[src/rtl/inst_prefetch_queue_pkg.sv]
// ============================================================================
// inst_prefetch_queue_pkg : shared types and constants for the fetch queue
// Rev 1.0
// ============================================================================
`default_nettype none

package inst_prefetch_queue_pkg;

  localparam int              c_word_w     = 32;
  localparam int              c_ifq_depth  = 4;
  localparam logic [31:0]     c_start_adrs = 32'h0000_1000;

  typedef enum logic [1:0] {
    IFQ_IDLE  = 2'd0,
    IFQ_REQ   = 2'd1,
    IFQ_DRAIN = 2'd2
  } ifq_state_t;

  typedef struct packed {
    logic [c_word_w-1:0] pc;
    logic [c_word_w-1:0] inst;
  } ifq_entry_t;

  function automatic logic [c_word_w-1:0] word_align(input logic [c_word_w-1:0] adrs);
    return adrs & ~32'h0000_0003;
  endfunction

endpackage

`default_nettype wire

[src/rtl/inst_prefetch_queue_if.sv]
// ============================================================================
// inst_prefetch_queue_if : redirect, memory fetch and CPU delivery signals
// Rev 1.0
// ============================================================================
`default_nettype none

interface inst_prefetch_queue_if;
  import inst_prefetch_queue_pkg::*;

  logic                redirect;
  logic [c_word_w-1:0] redirect_pc;
  logic                mem_req;
  logic [c_word_w-1:0] mem_adrs;
  logic                mem_ack;
  logic [c_word_w-1:0] mem_rdata;
  logic                inst_valid;
  logic [c_word_w-1:0] inst;
  logic [c_word_w-1:0] inst_pc;
  logic                inst_ready;

  // master is the prefetch queue itself
  modport master (
    input  redirect, redirect_pc, mem_ack, mem_rdata, inst_ready,
    output mem_req, mem_adrs, inst_valid, inst, inst_pc
  );

  modport slave (
    output redirect, redirect_pc, mem_ack, mem_rdata, inst_ready,
    input  mem_req, mem_adrs, inst_valid, inst, inst_pc
  );

endinterface

`default_nettype wire

[src/rtl/inst_prefetch_queue_fifo.sv]
// ============================================================================
// inst_prefetch_queue_fifo : first-word-fall-through {pc,inst} queue with flush
// Rev 1.0
// ============================================================================
`default_nettype none

module inst_prefetch_queue_fifo
  import inst_prefetch_queue_pkg::*;
#(
  parameter  int DEPTH = c_ifq_depth,
  localparam int PTR_W = $clog2(DEPTH),
  localparam int CNT_W = PTR_W + 1
) (
  input  wire logic             clk_cpu,
  input  wire logic             reset,
  input  wire logic             i_push,
  input  ifq_entry_t            i_push_data,
  input  wire logic             i_pop,
  input  wire logic             i_flush,
  output ifq_entry_t            o_head,
  output logic                  o_head_valid,
  output logic [CNT_W-1:0]      o_count
);

  ifq_entry_t        r_mem [DEPTH];
  logic [PTR_W-1:0]  r_wr_ptr;
  logic [PTR_W-1:0]  r_rd_ptr;
  logic [CNT_W-1:0]  r_count;
  logic              w_pop;

  assign w_pop = i_pop && (r_count != '0);

  // flush outranks a same-cycle push or pop
  always_ff @(posedge clk_cpu or posedge reset) begin
    if (reset) begin
      r_wr_ptr <= '0;
      r_rd_ptr <= '0;
      r_count  <= '0;
      for (int i = 0; i < DEPTH; i++) begin
        r_mem[i] <= '0;
      end
    end else if (i_flush) begin
      r_wr_ptr <= '0;
      r_rd_ptr <= '0;
      r_count  <= '0;
    end else begin
      if (i_push) begin
        r_mem[r_wr_ptr] <= i_push_data;
        r_wr_ptr        <= r_wr_ptr + PTR_W'(1);
      end
      if (w_pop) begin
        r_rd_ptr <= r_rd_ptr + PTR_W'(1);
      end
      r_count <= r_count + CNT_W'(i_push) - CNT_W'(w_pop);
    end
  end

  assign o_head       = r_mem[r_rd_ptr];
  assign o_head_valid = (r_count != '0);
  assign o_count      = r_count;

endmodule

`default_nettype wire

[src/rtl/inst_prefetch_queue.sv]
// ============================================================================
// inst_prefetch_queue : sequential instruction fetcher feeding a flushable queue
// Rev 1.0
// ============================================================================
`default_nettype none

module inst_prefetch_queue
  import inst_prefetch_queue_pkg::*;
#(
  parameter int                  DEPTH      = c_ifq_depth,
  parameter logic [c_word_w-1:0] START_ADRS = c_start_adrs
) (
  input  wire logic              clk_cpu,
  input  wire logic              reset,
  inst_prefetch_queue_if.master  bus
);

  localparam int CNT_W = $clog2(DEPTH) + 1;

  ifq_state_t           r_state;
  logic                 r_mem_req;
  logic [c_word_w-1:0]  r_mem_adrs;
  logic [c_word_w-1:0]  r_fpc;

  logic [CNT_W-1:0]     w_count;
  logic                 w_room;
  logic                 w_push;
  logic                 w_pop;
  logic                 w_head_valid;
  ifq_entry_t           w_head;
  ifq_entry_t           w_push_data;
  logic [c_word_w-1:0]  w_redirect_pc;

  assign w_redirect_pc = word_align(bus.redirect_pc);
  assign w_room        = (w_count < CNT_W'(DEPTH));
  assign w_push        = (r_state == IFQ_REQ) && bus.mem_ack && !bus.redirect;
  assign w_pop         = w_head_valid && bus.inst_ready;
  assign w_push_data   = '{pc: r_fpc, inst: bus.mem_rdata};

  inst_prefetch_queue_fifo #(
    .DEPTH        (DEPTH)
  ) u_fifo (
    .clk_cpu      (clk_cpu),
    .reset        (reset),
    .i_push       (w_push),
    .i_push_data  (w_push_data),
    .i_pop        (w_pop),
    .i_flush      (bus.redirect),
    .o_head       (w_head),
    .o_head_valid (w_head_valid),
    .o_count      (w_count)
  );

  // mem_adrs is only loaded on entry to REQ, so it stays put through REQ and DRAIN
  always_ff @(posedge clk_cpu or posedge reset) begin
    if (reset) begin
      r_state    <= IFQ_IDLE;
      r_mem_req  <= 1'b0;
      r_mem_adrs <= START_ADRS;
      r_fpc      <= START_ADRS;
    end else begin
      if (bus.redirect) begin
        r_fpc <= w_redirect_pc;
      end
      case (r_state)
        IFQ_IDLE: begin
          if (!bus.redirect && w_room) begin
            r_state    <= IFQ_REQ;
            r_mem_req  <= 1'b1;
            r_mem_adrs <= r_fpc;
          end
        end
        IFQ_REQ: begin
          if (bus.mem_ack) begin
            r_state   <= IFQ_IDLE;
            r_mem_req <= 1'b0;
            if (!bus.redirect) begin
              r_fpc <= r_fpc + 32'd4;
            end
          end else if (bus.redirect) begin
            r_state <= IFQ_DRAIN;
          end
        end
        IFQ_DRAIN: begin
          if (bus.mem_ack) begin
            r_state   <= IFQ_IDLE;
            r_mem_req <= 1'b0;
          end
        end
        default: begin
          r_state   <= IFQ_IDLE;
          r_mem_req <= 1'b0;
        end
      endcase
    end
  end

  assign bus.mem_req    = r_mem_req;
  assign bus.mem_adrs   = r_mem_adrs;
  assign bus.inst_valid = w_head_valid;
  assign bus.inst       = w_head.inst;
  assign bus.inst_pc    = w_head.pc;

endmodule

`default_nettype wire
[src/flat_wrapper.sv]
// flat-port wrapper written by rule: the top's interface ports become plain ports
module inst_prefetch_queue_flat import inst_prefetch_queue_pkg::*;
#(
  parameter int                  DEPTH      = c_ifq_depth,
  parameter logic [c_word_w-1:0] START_ADRS = c_start_adrs
)
  (clk_cpu, reset, bus_redirect, bus_redirect_pc, bus_mem_ack, bus_mem_rdata, bus_inst_ready, bus_mem_req, bus_mem_adrs, bus_inst_valid, bus_inst, bus_inst_pc);
  inst_prefetch_queue_if bus_i ();
  input  wire logic clk_cpu;
  input  wire logic reset;
  input wire logic [$bits(bus_i.redirect)-1:0] bus_redirect;
  input wire logic [$bits(bus_i.redirect_pc)-1:0] bus_redirect_pc;
  input wire logic [$bits(bus_i.mem_ack)-1:0] bus_mem_ack;
  input wire logic [$bits(bus_i.mem_rdata)-1:0] bus_mem_rdata;
  input wire logic [$bits(bus_i.inst_ready)-1:0] bus_inst_ready;
  output wire logic [$bits(bus_i.mem_req)-1:0] bus_mem_req;
  output wire logic [$bits(bus_i.mem_adrs)-1:0] bus_mem_adrs;
  output wire logic [$bits(bus_i.inst_valid)-1:0] bus_inst_valid;
  output wire logic [$bits(bus_i.inst)-1:0] bus_inst;
  output wire logic [$bits(bus_i.inst_pc)-1:0] bus_inst_pc;
  assign bus_i.redirect = bus_redirect;
  assign bus_i.redirect_pc = bus_redirect_pc;
  assign bus_i.mem_ack = bus_mem_ack;
  assign bus_i.mem_rdata = bus_mem_rdata;
  assign bus_i.inst_ready = bus_inst_ready;
  assign bus_mem_req = bus_i.mem_req;
  assign bus_mem_adrs = bus_i.mem_adrs;
  assign bus_inst_valid = bus_i.inst_valid;
  assign bus_inst = bus_i.inst;
  assign bus_inst_pc = bus_i.inst_pc;
  inst_prefetch_queue #(.DEPTH(DEPTH), .START_ADRS(START_ADRS)) u_core (.clk_cpu(clk_cpu), .reset(reset), .bus(bus_i));
endmodule
[config.mk]
export PLATFORM = sky130hd
export DESIGN_NAME = inst_prefetch_queue_flat
export DESIGN_NICKNAME = d
export VERILOG_FILES = /design/src/rtl/inst_prefetch_queue_pkg.sv /design/src/rtl/inst_prefetch_queue_if.sv /design/src/rtl/inst_prefetch_queue_fifo.sv /design/src/rtl/inst_prefetch_queue.sv /design/src/flat_wrapper.sv
export SDC_FILE = /design/constraint.sdc
export NUM_CORES = 1
export LEC_CHECK = 0
export ABC_AREA = 1
export CAP_MARGIN = 30
export CORE_ASPECT_RATIO = 0.9
export CORE_MARGIN = 2
export CORE_UTILIZATION = 45
export CTS_CLUSTER_DIAMETER = 80
export DETAILED_ROUTE_END_ITERATION = 16
export PLACE_DENSITY_LB_ADDON = 0.15
export SYNTH_ARGS = -nofsm -noshare
export SYNTH_HDL_FRONTEND = slang
export SYNTH_SLANG_ARGS = --single-unit
[constraint.sdc]
create_clock -name clk_cpu -period 14.2 [get_ports clk_cpu]
set_input_delay 1.42 -clock clk_cpu [delete_from_list [all_inputs] [get_ports clk_cpu]]
set_output_delay 1.42 -clock clk_cpu [all_outputs]
set_load 0.02 [all_outputs]
==> results of run 1 <==
[worst max-delay path: stages (launching register included)]
cell and delay (ns):
dfrtp_4 0.72, inv_4 0.39, buf_4 0.55, buf_12 0.31, o21ai_0 0.12, o22ai_1 0.25, clkdlybuf4s50_1 0.66
[metal layers]
metal | wire, µm | part of all wire | vias up | GRT usage
li1 | - | - | 6003 | -
met3 | 1970 | 0.051 | 49 | 0.0299
met2 | 17900 | 0.46 | 339 | 0.371
met5 | 0 | 0 | - | 0
met4 | 753 | 0.019 | 0 | 0.0586
met1 | 18200 | 0.47 | 5925 | 0.317
[cell type report]
class / instances / area [µm²]
well taps: 422 / 528
flip-flops and latches: 330 / 8270
fillers: 3098 / 14900
multi-input cells: 1203 / 5880
repair buffers: 180 / 1840
inverters: 109 / 419
clock inverters: 2 / 41.3
clock buffers: 62 / 1180
[where the power goes]
part / leakage (nW) / total [W] / internal (W) / switching (W)
registers: 4.36 / 0.00133 / 0.00118 / 0.000151
clock network: 0.598 / 0.000954 / 0.000585 / 0.000369
logic: 3.45 / 0.00131 / 0.000543 / 0.000764
[kinds of logic (layout without fill, tap and decap cells)]
| group | after synthesis | count (layout) | synth area share |
|---|---|---|---|
| buf+inv | 224 | 353 | 0.0706 |
| fa+ha+maj | 11 | 11 | 0.00956 |
| flops | 330 | 330 | 0.544 |
| xor+xnor | 5 | 5 | 0.00288 |
| simple gates | 654 | 654 | 0.172 |
| compound gates | 532 | 532 | 0.200 |
| mux | 1 | 1 | 0.000659 |
[metrics by stage]
step / util / instances / power, W / instance area, µm² / setup slack, ns
after global placement: 0.508 / 2239 / 0.00263 / 16800 / 9.58
final: 0.549 / 2308 / 0.00359 / 18200 / 9.19
after floorplan: - / 1757 / 0.00208 / 15200 / 3.64
after global routing: 0.549 / 2308 / 0.00383 / 18200 / 9.02
after CTS: 0.546 / 2305 / 0.00363 / 18100 / 9.16
after detailed placement: 0.509 / 2241 / 0.00266 / 16900 / 9.68
[registers in the layout, summed over array words and instances (netlist names)]
signal and flops:
u_core.bus.mem_adrs 32, u_core.bus.mem_req 1, u_core.r_fpc 32, u_core.r_state 2, u_core.u_fifo.o_count 3, u_core.u_fifo.r_mem 256
u_core.u_fifo.r_rd_ptr 2, u_core.u_fifo.r_wr_ptr 2
[Yosys cell counts, types with 5 or more instances]
library cell / number
nor2_2: 6
nand4_1: 8
clkbuf_1: 63
nand2_2: 5
dfrtp_1: 328
ha_1: 10
buf_1: 7
buf_6: 27
o22ai_1: 65
nor2_1: 180
inv_1: 107
o21ai_0: 312
o21ai_1: 55
nand2_1: 408
a21oi_1: 20
nand3_1: 34
buf_2: 16
xor2_1: 5
o21ai_2: 75
[worst max-delay path by stage]
stage	end	slack [ns]	depth (start not counted)
after floorplan	u_core.bus.mem_adrs[0]	3.64	1
after global placement	bus_inst_pc[20]	9.58	5
after detailed placement	u_core.u_fifo.r_rd_ptr[0]	9.68	4
after CTS	bus_inst[18]	9.16	6
after global routing	bus_inst[18]	9.02	6
final	bus_inst[18]	9.19	6
==> impl_metrics.csv, run 1 <==
group,metric,value,unit
job,cap_violations,0,
global_route,grt_max_degree,131,
critical_path,cp.required,12.78,ns
final_layout,drive_above_1_share,0.0917,
sta,fin_worst_skew,0.0130,ns
sta,drv_slew,0,
synth,yosysTopAreaCellShare,0.541,
floorplan,io_pins,167,
routing,drcViolationCount,0,
clocking,numCtsBuffers,38,
critical_path,rr_worst_depth,8,
synth,yosysTopAreaCell,"dfrtp_1",
critical_path,r2r_start,"u_core.r_state[1]",
placed_design,gp_congestion,0.944,
synth,postSynthAreaPerCell,8.64,µm²
global_route,grt_pass1_vias,11900,
synth,syn_area,15200,µm²
routing,wl,38800,µm
critical_path,critPathMaxFanout,59,
routing,viasPerCell,5.34,
routing,drtPass1Iterations,5,
sta,max_freq,199,MHz
critical_path,worstSetupPathType,"flop to output pin",
global_route,grt_overflow,0,
floorplan,die_x,198,µm
synth,synth.distinct_cells,34,
hold_path,whs_endpoint,"u_core.r_fpc[31]",
critical_path,startpoint,"u_core.u_fifo.r_rd_ptr[0]",
routing,vias,12300,
critical_path,crit_arrival,3.59,ns
sta,hold_viol,0,
routing,ant_nets,0,
hold_path,hold_path_class,"flop to flop",
sta,period_share,0.353,
final_layout,final_common_cell,"nand2_1",
synth,seq_area_frac_synth,0.544,
final_layout,nets,1942,
floorplan,num_rows,63,
floorplan,die_area,35200,µm²
clocking,postCtsSetupBuffers,0,
final_layout,layout_common_cells,"405 x nand2_1, 326 x dfrtp_1, 312 x o21ai_0, 180 x nor2_1, 163 x clkdlybuf4s50_1",
power,p_leak,8.40,nW
sta,period_minus_slack,5.01,ns
sta,setup_viol,0,
power,p_per_area,198,nW/µm²
sta,tns,0,ns
routing,wl_per_cell,16.8,µm
sta,worst_pin_slew,0.991,ns
clocking,htree_levels,2,
synth,synth-async-reset-ratio,1.00,
synth,synthFlopType,"dfrtp_1",
critical_path,reg2reg_to,"u_core.u_fifo.r_mem[148]",
clocking,cts_buffer_depth,3,
clocking,clock-root-buffer,"clkbuf_16",
sta,rsz0062_at_grt,"false",
floorplan,core,33100,µm²
global_route,antenna_found_initial,0,
hold_path,holdPathStages,1,
synth,synth_edf_count,0,
synth,syn_nets,1837,
hold_path,hp-start,"u_core.r_fpc[31]",
global_route,grt_pass1_wl,63000,µm
sta,whs,0.461,ns
floorplan,die_h,178,µm
sta,relSlewSlack,0.339,
routing,drt_iter0_markers,910,
clocking,clk_latency,0.52,ns
run_status,status,"completed",
final_layout,diodes,0,
power,vdd_ir_drop_max,0.0941,mV
synth,synthCells,1757,
clocking,cts_resized,0,
synth,synth_seq_cells,330,
critical_path,reg2reg_slack,11.17,ns
clocking,clk_pin_slew_worst_paths,0.05,ns
critical_path,startpoint_type,"flop",
placed_design,dp_hpwl,23200,µm
clocking,clock-sinks,330,
final_layout,syn_to_final_growth,19.7,%
synth,synth_warnings,0,
floorplan,initial_core_util,0.459,
placed_design,io_buffers,164,
synth,synth_area_leaders,"dfrtp_1 54%, o21ai_0 10%, nand2_1 10%",
clocking,tritoncts,"done",
global_route,track_usage,0.226,
clocking,hold_buffers,0,
critical_path,end_kind,"output pin",
Power figures use the tool's default switching activity.
==> inputs of run 2 (changes only) <==
Clock period 14.2 ns to 5.2 ns, I/O delays scaled along.
==> run 2 against run 1 <==
  * Non-clock buffer count shrank 1
  * Register-to-register slack lost 9.0 ns
  * Power increased to 2.7 times the previous value
  * Combinational power rose to 2.7 times the previous value
  * Design area down 0.95%
  * Critical path type unchanged
==> impl_metrics.csv, run 2 (synthesis gave the netlist of run 1 again) <==
group,metric,value,unit
sta,hold_viol,0,
critical_path,r2r_start,"u_core.r_state[1]",
clocking,clk_latency,0.51,ns
final_layout,final_common_cell,"nand2_1",
critical_path,worstSetupPathType,"flop to output pin",
global_route,grt_overflow,0,
final_layout,layout_common_cells,"405 x nand2_1, 326 x dfrtp_1, 312 x o21ai_0, 180 x nor2_1, 163 x clkdlybuf4s50_1",
power,combPwrFrac,0.371,
final_layout,utilization,0.543,
sta,period_share,0.723,
sta,rsz0062_at_grt,"false",
floorplan,core,33100,µm²
power,switchingPower,0.00349,W
routing,drt_iter0_markers,945,
final_layout,final_cell_area,18000,µm²
hold_path,hold_path_class,"flop to flop",
floorplan,die_h,178,µm
floorplan,die_x,198,µm
sta,drv_slew,0,
critical_path,critPathMaxFanout,73,
final_layout,largest_register_ff_count,256,
sta,tns,0,ns
global_route,antenna_found_initial,0,
global_route,grt_pass1_vias,11600,
sta,fin_worst_skew,0.0215,ns
clocking,clk_pin_slew_worst_paths,0.06,ns
floorplan,die_area,35200,µm²
critical_path,crit_chain,"buf_4, o21ai_0, o22ai_1, clkdlybuf4s50_1",
sta,period_minus_slack,3.76,ns
routing,drtPass1Iterations,6,
clocking,cts_resized,0,
global_route,grt_pass1_wl,62400,µm
clocking,numCtsBuffers,36,
clocking,htree_levels,2,
floorplan,initial_core_util,0.459,
critical_path,cp.required,4.68,ns
critical_path,crit_family,"buffers and inverters",
floorplan,io_pins,167,
final_layout,syn_to_final_growth,18.5,%
routing,ant_nets,0,
global_route,track_usage,0.222,
sta,max_freq,266,MHz
power,seqPwrFrac,0.378,
final_layout,multi_input_area,5880,µm²
clocking,clock-root-buffer,"clkbuf_16",
power,vdd_ir_drop_max,0.276,mV
routing,wl,38400,µm
power,p_int,0.00611,W
clocking,cts_buffer_depth,3,
power,p_leak,8.34,nW
final_layout,diodes,0,
critical_path,end_kind,"output pin",
job,cap_violations,0,
routing,drcViolationCount,0,
final_layout,instances_no_fill,2304,
power,clock_power_share,0.251,
routing,vias,12200,
sta,setup_viol,0,
placed_design,gp_congestion,0.906,
power,p_per_area,534,nW/µm²
clocking,postCtsSetupBuffers,0,
clocking,hold_buffers,0,
critical_path,startpoint,"u_core.u_fifo.r_rd_ptr[0]",
placed_design,dp.cells,2243,
routing,viasPerCell,5.28,
run_status,status,"completed",
critical_path,reg2reg_slack,2.16,ns
sta,relSlewSlack,0.336,
critical_path,startpoint_type,"flop",
placed_design,io_buffers,164,
sta,whs,0.459,ns
critical_path,max_stage_delay,0.84,ns
final_layout,top_register,"u_core.u_fifo.r_mem",
hold_path,hp-start,"u_core.r_fpc[31]",
final_layout,drive_above_1_share,0.0919,
routing,wl_per_cell,16.7,µm
final_layout,fillCellCount,3092,
placed_design,dp_hpwl,23100,µm
final_layout,nets,1939,
clocking,tritoncts,"done",
critical_path,crit_arrival,3.24,ns
placed_design,dpl-instance-area,16900,µm²
critical_path,crit_buf_inv,2,
global_route,grt_max_degree,145,
final_layout,seqCellArea,8270,µm²
critical_path,slowest_stage,"dfrtp_4",
clocking,clock-sinks,330,
sta,worst_pin_slew,0.995,ns
floorplan,num_rows,63,
power,switching_share,0.363,
==> run 2: through the flow <==
step	power, W	setup slack [ns]
after floorplan	0.00569	0.275
after global placement	0.00718	1.89
after detailed placement	0.00725	1.85
after CTS	0.00970	1.41
after global routing	0.0102	1.25
final	0.00960	1.44
==> run 2: final timing paths <==
check | endpoint | cells past startpoint
min in group asynchronous | u_core.u_fifo.r_mem[221] | 3
max in group asynchronous | u_core.u_fifo.r_rd_ptr[0] | 4
setup / recovery | bus_inst_pc[29] | 4
setup reg to reg | u_core.u_fifo.r_mem[161] | 8
hold / removal | u_core.r_fpc[31] | 1
hold reg to reg | u_core.r_fpc[31] | 1
==> run 2: final cells by class <==
| cell class | count | share of cell area |
|---|---|---|
| multi-input combinational | 1203 | 0.327 |
| sequential | 330 | 0.459 |
| tap | 422 | 0.0293 |
| clock buffer | 54 | 0.0595 |
| inverter | 109 | 0.0231 |
| clock inverter | 7 | 0.00216 |
| timing repair buffer | 179 | 0.100 |
==> run 2: power by group through the flow <==
stage          clock network [W]  logic [W]  registers [W]
6_report                 0.00241    0.00356        0.00363
5_1_grt                  0.00258    0.00393        0.00372
4_1_cts                  0.00247    0.00360        0.00363
3_5_place_dp                   0    0.00358        0.00366
3_3_place_gp                   0    0.00353        0.00365
2_1_floorplan                  0    0.00201        0.00368
==> run 2: routing by layer <==
layer  share of wire  up-vias  GRT usage
li1                -     6003          -
met1            0.48     5815      0.320
met2            0.45      307      0.357
met3           0.052       51     0.0295
met4           0.018        0     0.0551
met5               0        -          0
==> run 2: worst register-to-register path, delay by kind of cell, from the launching register on <==
| family | cells | cell delay [ns] |
|---|---|---|
| buffers and inverters | 2 | 0.63 |
| DFF | 1 | 0.38 |
| and+or+nand+nor | 4 | 1.58 |
| adders and majority gates | 1 | 0.21 |
| AOI/OAI and AO/OA | 1 | 0.08 |
